## config.mk

```make
export PLATFORM = sky130hd
export DESIGN_NAME = icw_sequencer_flat
export DESIGN_NICKNAME = d
export VERILOG_FILES = /design/src/rtl/icw_sequencer_if.sv /design/src/rtl/icw_sequencer.sv /design/src/flat_wrapper.sv
export SDC_FILE = /design/constraint.sdc
export NUM_CORES = 1
export LEC_CHECK = 0
export CAP_MARGIN = 20
export CORE_MARGIN = 5
export CORE_UTILIZATION = 52
export DETAILED_ROUTE_END_ITERATION = 8
export GPL_TIMING_DRIVEN = 0
export PLACE_DENSITY = 0.9
export SYNTH_ARGS = -nofsm -noshare
export SYNTH_HDL_FRONTEND = slang
export SYNTH_SLANG_ARGS = --single-unit
```

## constraint.sdc

```tcl
create_clock -name clk -period 3.1 [get_ports clk]
set_clock_uncertainty 0.05 [all_clocks]
set_input_delay 0.775 -clock clk [delete_from_list [all_inputs] [get_ports clk]]
set_output_delay 0.775 -clock clk [all_outputs]
set_load 0.01 [all_outputs]
```

## src/rtl/icw_sequencer_if.sv

```systemverilog
// Write-port bundle from the read/write stage: active-low CS/WR strobes, A0 and the data bus.
// Pure wiring, no latency; there is no backpressure because the bus is simply sampled.
interface icw_sequencer_if;
  logic       CS;
  logic       WR;
  logic       A0;
  logic [7:0] data_in;

  modport master (output CS, output WR, output A0, output data_in);
  modport slave  (input  CS, input  WR, input  A0, input  data_in);
endinterface

```

## src/rtl/icw_sequencer.sv

```systemverilog
// Initialization/operation command-word sequencer: decodes ICW1-4 and OCW1-3 on the trailing edge of WR.
// Results appear one clock after the trailing edge, and strobes last one cycle. The bus is never stalled.
module icw_sequencer (
  input  logic                  clk,
  input  logic                  reset,
  icw_sequencer_if.slave        bus,
  output logic [1:0]            icw_to_be_sent,
  output logic                  init_done,
  output logic [4:0]            vector_base,
  output logic                  sngl,
  output logic                  ic4,
  output logic                  ltim,
  output logic [7:0]            cascade_reg,
  output logic                  aeoi,
  output logic [7:0]            mask_reg,
  output logic                  eoi_pulse,
  output logic                  eoi_specific,
  output logic [2:0]            eoi_level,
  output logic                  read_isr,
  output logic                  poll_pulse
);

  typedef enum logic [2:0] {
    IDLE      = 3'd0,
    WAIT_ICW2 = 3'd1,
    WAIT_ICW3 = 3'd2,
    WAIT_ICW4 = 3'd3,
    READY     = 3'd4
  } state_t;

  state_t      state_q, state_d;
  logic        wr_q, wr_d;
  logic        cs_h_q, cs_h_d;
  logic        a0_h_q, a0_h_d;
  logic [7:0]  dat_h_q, dat_h_d;
  logic [4:0]  vector_base_q, vector_base_d;
  logic        sngl_q, sngl_d;
  logic        ic4_q, ic4_d;
  logic        ltim_q, ltim_d;
  logic [7:0]  cascade_q, cascade_d;
  logic        aeoi_q, aeoi_d;
  logic [7:0]  mask_q, mask_d;
  logic        eoi_pulse_q, eoi_pulse_d;
  logic        eoi_specific_q, eoi_specific_d;
  logic [2:0]  eoi_level_q, eoi_level_d;
  logic        read_isr_q, read_isr_d;
  logic        poll_pulse_q, poll_pulse_d;
  logic        wr_event;
  logic        is_icw1;

  always_ff @(posedge clk or posedge reset) begin
    if (reset) begin
      state_q        <= IDLE;
      wr_q           <= 1'b0;
      cs_h_q         <= 1'b0;
      a0_h_q         <= 1'b0;
      dat_h_q        <= 8'h00;
      vector_base_q  <= 5'h00;
      sngl_q         <= 1'b0;
      ic4_q          <= 1'b0;
      ltim_q         <= 1'b0;
      cascade_q      <= 8'h00;
      aeoi_q         <= 1'b0;
      mask_q         <= 8'h00;
      eoi_pulse_q    <= 1'b0;
      eoi_specific_q <= 1'b0;
      eoi_level_q    <= 3'h0;
      read_isr_q     <= 1'b0;
      poll_pulse_q   <= 1'b0;
    end else begin
      state_q        <= state_d;
      wr_q           <= wr_d;
      cs_h_q         <= cs_h_d;
      a0_h_q         <= a0_h_d;
      dat_h_q        <= dat_h_d;
      vector_base_q  <= vector_base_d;
      sngl_q         <= sngl_d;
      ic4_q          <= ic4_d;
      ltim_q         <= ltim_d;
      cascade_q      <= cascade_d;
      aeoi_q         <= aeoi_d;
      mask_q         <= mask_d;
      eoi_pulse_q    <= eoi_pulse_d;
      eoi_specific_q <= eoi_specific_d;
      eoi_level_q    <= eoi_level_d;
      read_isr_q     <= read_isr_d;
      poll_pulse_q   <= poll_pulse_d;
    end
  end

  always_comb begin
    state_d        = state_q;
    wr_d           = bus.WR;
    cs_h_d         = cs_h_q;
    a0_h_d         = a0_h_q;
    dat_h_d        = dat_h_q;
    vector_base_d  = vector_base_q;
    sngl_d         = sngl_q;
    ic4_d          = ic4_q;
    ltim_d         = ltim_q;
    cascade_d      = cascade_q;
    aeoi_d         = aeoi_q;
    mask_d         = mask_q;
    eoi_pulse_d    = 1'b0;
    eoi_specific_d = eoi_specific_q;
    eoi_level_d    = eoi_level_q;
    read_isr_d     = read_isr_q;
    poll_pulse_d   = 1'b0;

    // Holding registers track the bus while WR is low, so the last low cycle wins.
    if (!bus.WR) begin
      cs_h_d  = bus.CS;
      a0_h_d  = bus.A0;
      dat_h_d = bus.data_in;
    end

    wr_event = bus.WR && !wr_q && !cs_h_q;
    is_icw1  = !a0_h_q && dat_h_q[4];

    if (wr_event) begin
      if (is_icw1) begin
        ltim_d     = dat_h_q[3];
        sngl_d     = dat_h_q[1];
        ic4_d      = dat_h_q[0];
        mask_d     = 8'h00;
        aeoi_d     = 1'b0;
        cascade_d  = 8'h00;
        read_isr_d = 1'b0;
        state_d    = WAIT_ICW2;
      end else begin
        unique case (state_q)
          WAIT_ICW2: begin
            if (a0_h_q) begin
              vector_base_d = dat_h_q[7:3];
              if (!sngl_q)    state_d = WAIT_ICW3;
              else if (ic4_q) state_d = WAIT_ICW4;
              else            state_d = READY;
            end
          end
          WAIT_ICW3: begin
            if (a0_h_q) begin
              cascade_d = dat_h_q;
              state_d   = ic4_q ? WAIT_ICW4 : READY;
            end
          end
          WAIT_ICW4: begin
            if (a0_h_q) begin
              aeoi_d  = dat_h_q[1];
              state_d = READY;
            end
          end
          READY: begin
            if (a0_h_q) begin
              mask_d = dat_h_q;
            end else if (dat_h_q[4:3] == 2'b00) begin
              // OCW2 without the EOI bit carries rotate/priority commands not handled here.
              if (dat_h_q[5]) begin
                eoi_pulse_d    = 1'b1;
                eoi_specific_d = dat_h_q[6];
                eoi_level_d    = dat_h_q[2:0];
              end
            end else if (dat_h_q[4:3] == 2'b01) begin
              if (dat_h_q[1]) read_isr_d = dat_h_q[0];
              poll_pulse_d = dat_h_q[2];
            end
          end
          default: ;
        endcase
      end
    end
  end

  always_comb begin
    icw_to_be_sent = 2'b00;
    init_done      = 1'b0;
    unique case (state_q)
      WAIT_ICW2: icw_to_be_sent = 2'b01;
      WAIT_ICW3: icw_to_be_sent = 2'b10;
      WAIT_ICW4: icw_to_be_sent = 2'b11;
      READY:     init_done      = 1'b1;
      default:   ;
    endcase
  end

  assign vector_base  = vector_base_q;
  assign sngl         = sngl_q;
  assign ic4          = ic4_q;
  assign ltim         = ltim_q;
  assign cascade_reg  = cascade_q;
  assign aeoi         = aeoi_q;
  assign mask_reg     = mask_q;
  assign eoi_pulse    = eoi_pulse_q;
  assign eoi_specific = eoi_specific_q;
  assign eoi_level    = eoi_level_q;
  assign read_isr     = read_isr_q;
  assign poll_pulse   = poll_pulse_q;

endmodule

```

## src/flat_wrapper.sv

```systemverilog
// flat-port wrapper written by rule: the top's interface ports become plain ports
module icw_sequencer_flat 
  (clk, reset, icw_to_be_sent, init_done, vector_base, sngl, ic4, ltim, cascade_reg, aeoi, mask_reg, eoi_pulse, eoi_specific, eoi_level, read_isr, poll_pulse, bus_CS, bus_WR, bus_A0, bus_data_in);
  icw_sequencer_if bus_i ();
  input  logic clk;
  input  logic reset;
  output logic [1:0] icw_to_be_sent;
  output logic init_done;
  output logic [4:0] vector_base;
  output logic sngl;
  output logic ic4;
  output logic ltim;
  output logic [7:0] cascade_reg;
  output logic aeoi;
  output logic [7:0] mask_reg;
  output logic eoi_pulse;
  output logic eoi_specific;
  output logic [2:0] eoi_level;
  output logic read_isr;
  output logic poll_pulse;
  input wire logic [$bits(bus_i.CS)-1:0] bus_CS;
  input wire logic [$bits(bus_i.WR)-1:0] bus_WR;
  input wire logic [$bits(bus_i.A0)-1:0] bus_A0;
  input wire logic [$bits(bus_i.data_in)-1:0] bus_data_in;
  assign bus_i.CS = bus_CS;
  assign bus_i.WR = bus_WR;
  assign bus_i.A0 = bus_A0;
  assign bus_i.data_in = bus_data_in;
  icw_sequencer u_core (.clk(clk), .reset(reset), .bus(bus_i), .icw_to_be_sent(icw_to_be_sent), .init_done(init_done), .vector_base(vector_base), .sngl(sngl), .ic4(ic4), .ltim(ltim), .cascade_reg(cascade_reg), .aeoi(aeoi), .mask_reg(mask_reg), .eoi_pulse(eoi_pulse), .eoi_specific(eoi_specific), .eoi_level(eoi_level), .read_isr(read_isr), .poll_pulse(poll_pulse));
endmodule
```

Word-level counts from Yosys, hierarchy flattened
Index checks and enable logic that the tools add are counted.

operators by class
  equal/unequal tests = 10
  muxes and demuxes = 35
  bitwise operators = 2
  reduce and logical (&&, ||, !) cells = 22

operators with widths
  operator              count
  $mux W8               5
  $mux W1               22
  $mux W3               6
  $reduce_and A6 Y1     2
  $reduce_bool A2 Y1    6
  $ne A3 B1 Y1 const B  3
  $pmux W3 S3           1
  $reduce_and A3 Y1     3
  $eq A3 B2 Y1 const B  2
  $pmux W2 S3           1
  $reduce_and A5 Y1     1
  $reduce_and A4 Y1     1
  $reduce_bool A4 Y1    1
  $eq A3 B1 Y1 const B  1
  $eq A3 B3 Y1 const B  1
  $logic_and A1 B1 Y1   3
  $logic_not A1 Y1      3
  $eq A2 B1 Y1 const B  1
  $logic_not A2 Y1      1
  $ne A2 B1 Y1 const B  1
  $ne A2 B2 Y1 const B  1
  $not A1 Y1            2
  $reduce_and A2 Y1     1

storage, ports and cells
  flip-flop bits (word level) = 46
  output and inout bits = 35
  logic and storage cells = 86

Logic depth before layout (Yosys ltp)
  depth after elaboration = 7
  depth in mapped cells = 7
  depth with buffers taken out = 5

Least setup slack after synthesis
OpenSTA, ideal clock, no wires.

  path kind = input-to-reg
  start = in bus_WR
  end = reg u_core.eoi_level_q[0] (netlist: u_core.eoi_level[0])
  library setup time = 125 ps
  arrival = 1903 ps
  data required time = 2925 ps
  slack = 1022 ps
  stages = 4
  path buffers = 0
  path through = or3b_2 -> nor2_8 -> nand4b_4 -> mux2_2

between the ends
  longest elaborated chain between the ends = 3

ends and longest elaborated chain
  element                           RTL line              source
  start: declaration                flat_wrapper.sv:22    input wire logic [$bits(bus_i.WR)-1:0] bus_WR;
  $logic_and A1 B1 Y1 (2 in a row)  icw_sequencer.sv:117  wr_event = bus.WR && !wr_q && !cs_h_q;
  $reduce_and A6 Y1 (no line)       n/a
  end signal: assignment            icw_sequencer.sv:85   eoi_level_q <= eoi_level_d;
  end: declaration                  icw_sequencer.sv:45   logic [2:0] eoi_level_q, eoi_level_d;

No other way between the ends.
A chain may end at the register's enable or synchronous reset.

Worst setup path after layout
  start = reg u_core.state_q[0]
  end = out init_done

between the ends
  longest elaborated chain between the ends = 2

ends and longest elaborated chain
  element                   RTL line              source
  start: declaration        icw_sequencer.sv:31   state_t state_q, state_d;
  start signal: assignment  icw_sequencer.sv:71   state_q <= state_d;
  $eq A3 B3 Y1              icw_sequencer.sv:176  unique case (state_q)
  $mux W1                   icw_sequencer.sv:176
  end: declaration          flat_wrapper.sv:8     output logic init_done;

No other way between the ends.

==> impl_metrics.tcl <==
set metrics [dict create \
    status "finished, final reports clean" \
    syn_avg_cell_area_um2 11.6 \
    synth_cells 173 \
    period_needed_ns 2.82 \
    dieHeight_um 72.0 \
    hold_class "reg -> reg" \
    drt_iter0_drc 109 \
    path_clk_slew_ns 0.08 \
    layout_common_cells "clkdlybuf4s50_1 (47), dfrtp_1 (46), nand2_1 (28)" \
    path_class "reg -> out" \
    placed_area_um2 2550 \
    syn_to_final_growth_pct 33.2 \
    fmax_mhz 354 \
    numCtsBuffers 5 \
    yosys.area.top_type_share_pct 57.6 \
    critPathLaunchType "register" \
    sw_frac_of_total_pct 29.8 \
    hold_viol 0 \
    synth_fp_nets 186 \
    cts_tree "yes" \
    dieArea_um2 5180 \
    layout_commonest_cell "clkdlybuf4s50_1" \
    drt-total-wl_um 4520 \
    register_area_um2 1150 \
    rsz0062_at_grt "no" \
    nFillCells 289 \
    p_int_w 0.00138 \
    io_pins 48 \
    power.leakage_nw 1.25 \
    cap_violations 0 \
    cts_buffer_depth 2 \
    fin_crit_sh_pct 91.1 \
    setup_slack_ns 0.277 \
    grt_pass1_wl_um 7250 \
    ant_nets 0 \
    synth_cell_types 31 \
    design_area_um2 2660 \
    relSlewSlack_pct 53.6 \
    grt_usage_pct 18.6 \
    route.detailed.drc 0 \
    start_util_pct 54.2 \
    yosysSeqAreaShare_pct 57.6 \
    cts-resized-gates 0 \
    grt_max_degree 46 \
    antennaDiodeCount 0 \
    cp-end-kind "output pin" \
    cts_root_buf "clkbuf_8" \
    fp-row-count 22 \
    drive_gt1_share_pct 17.1 \
    gp_congestion 0.879 \
    clock_latency_ns 0.29 \
    finalSetupViolCount 0 \
    p_sw_w 0.000585 \
    port_buffers 47 \
    crit_fanout 10 \
    grt-ovfl-total 0 \
    h-tree-depth 2 \
    via_per_inst 5.47 \
    utilization_pct 72.2 \
    synth_area_leaders "dfrtp_1 (58%), mux2_2 (12%), nand2_1 (5.3%)" \
    combPwrFrac_pct 33.7 \
    crit_required_ns 2.27 \
    first_pass_iters 4 \
    grt_pass1_vias 1511 \
    finalSetupTns_ns 0 \
    core_area_um2 3690 \
    dp_hpwl_um 3310 \
    clockPowerShare_pct 22.6 \
    cts_hold_buf 0 \
    cts.sinks 46 \
    yosys.area.top_type "dfrtp_1" \
    multi_input_area_um2 783 \
    place_ws_ns 0.258 \
    peakVddDrop_mv 0.467 \
    crit_arrival_ns 2.00 \
    syn_area_um2 2000 \
    worst_slew_pin_slew_ns 0.692 \
    ys_ff_latch 46 \
    post_cts_buffers 0 \
    wl_per_cell_um 16.4 \
    ys_warn_count 0 \
    maxSlewViolCount 0 \
    antenna_found_initial 0 \
    nets 241 \
    powerDensity_nw_per_um2 738 \
    die_w_um 72.0 \
    sequentialPowerShare_pct 43.8 \
    via_count 1510 \
]
## cells in the mapped netlist
cell type and n:
nor2_1 4, inv_1 6, o31ai_1 1, and2b_1 1
clkbuf_1 5, nand2_1 28, nand3_1 4, or3b_2 1
o22ai_1 1, mux2_2 22, nor3b_2 1, o311ai_0 1
nor2b_1 3, a22o_1 1, buf_6 2, o21ai_1 1
or3b_1 1, nor2_8 1, a31oi_1 1, nand2b_1 3
nand4b_4 1, dfrtp_1 46, mux2i_1 1, a22oi_1 7
o21ai_0 21, o211ai_1 1, and4_2 1, a21oi_1 3
and4bb_2 1, and3_1 2, a32oi_1 1
## critical path: stages, from the launching register on
cell             delay, ns
dfrtp_1               0.40
buf_6                 0.14
or3b_1                0.38
buf_6                 0.16
inv_1                 0.08
clkdlybuf4s50_1       0.54
## through the flow
step | hold WS (ns) | std cells | power, W
4_1_cts | 0.439 | 276 | 0.00198
2_1_floorplan | 0.465 | 173 | 0.00116
5_1_grt | 0.471 | 276 | 0.00207
6_report | 0.435 | 276 | 0.00196
3_3_place_gp | 0.412 | 268 | 0.00149
3_5_place_dp | 0.421 | 269 | 0.00153
## per-layer routing
metal | global-route usage [%] | vias to the layer above | share of wire, %
li1 | - | 721 | -
met1 | 23.6 | 714 | 40
met2 | 29.2 | 65 | 51
met3 | 5.26 | 10 | 6.7
met4 | 9.60 | 0 | 2.4
met5 | 0 | - | 0
## path summary, 6_finish.rpt
kind / depth (start not counted) / slack [ns] / end / startpoint
max: 5 / 0.28 / init_done / u_core.state_q[0]$_DFFE_PP0P_
min: 2 / 0.43 / u_core.cascade_reg[1]$_DFFE_PP0P_ / u_core.cascade_reg[1]$_DFFE_PP0P_
max reg2reg: 5 / 1.12 / u_core.cascade_reg[7]$_DFFE_PP0P_ / u_core.cs_h_q$_DFFE_PP0N_
min reg2reg: 2 / 0.43 / u_core.cascade_reg[1]$_DFFE_PP0P_ / u_core.cascade_reg[1]$_DFFE_PP0P_
max in group asynchronous: 3 / 2.01 / u_core.cascade_reg[1]$_DFFE_PP0P_ / reset
min in group asynchronous: 2 / 0.59 / u_core.dat_h_q[6]$_DFFE_PP0N_ / reset
## cell families after synthesis
logic type / share of synthesized area (%)
simple gates: 14.7
flops: 57.6
mux: 12.9
compound gates: 11.6
buf+inv: 3.19
## power groups by stage
stage          clock network (W)  logic, W  registers [W]
3_3_place_gp                   0  0.000634       0.000860
4_1_cts                 0.000454  0.000668       0.000861
2_1_floorplan                  0  0.000266       0.000898
6_report                0.000443  0.000661       0.000860
3_5_place_dp                   0  0.000665       0.000868
5_1_grt                 0.000476  0.000710       0.000888
## final cells by class
type | count | share of cell area, %
flip-flops and latches | 46 | 43.3
multi-input cells | 114 | 29.4
repair buffers | 48 | 18.4
clock buffers | 6 | 3.10
well taps | 48 | 2.26
plain buffers | 7 | 1.55
clock inverters | 1 | 1.13
inverters | 6 | 0.846
Power figures use the tool's default switching activity.
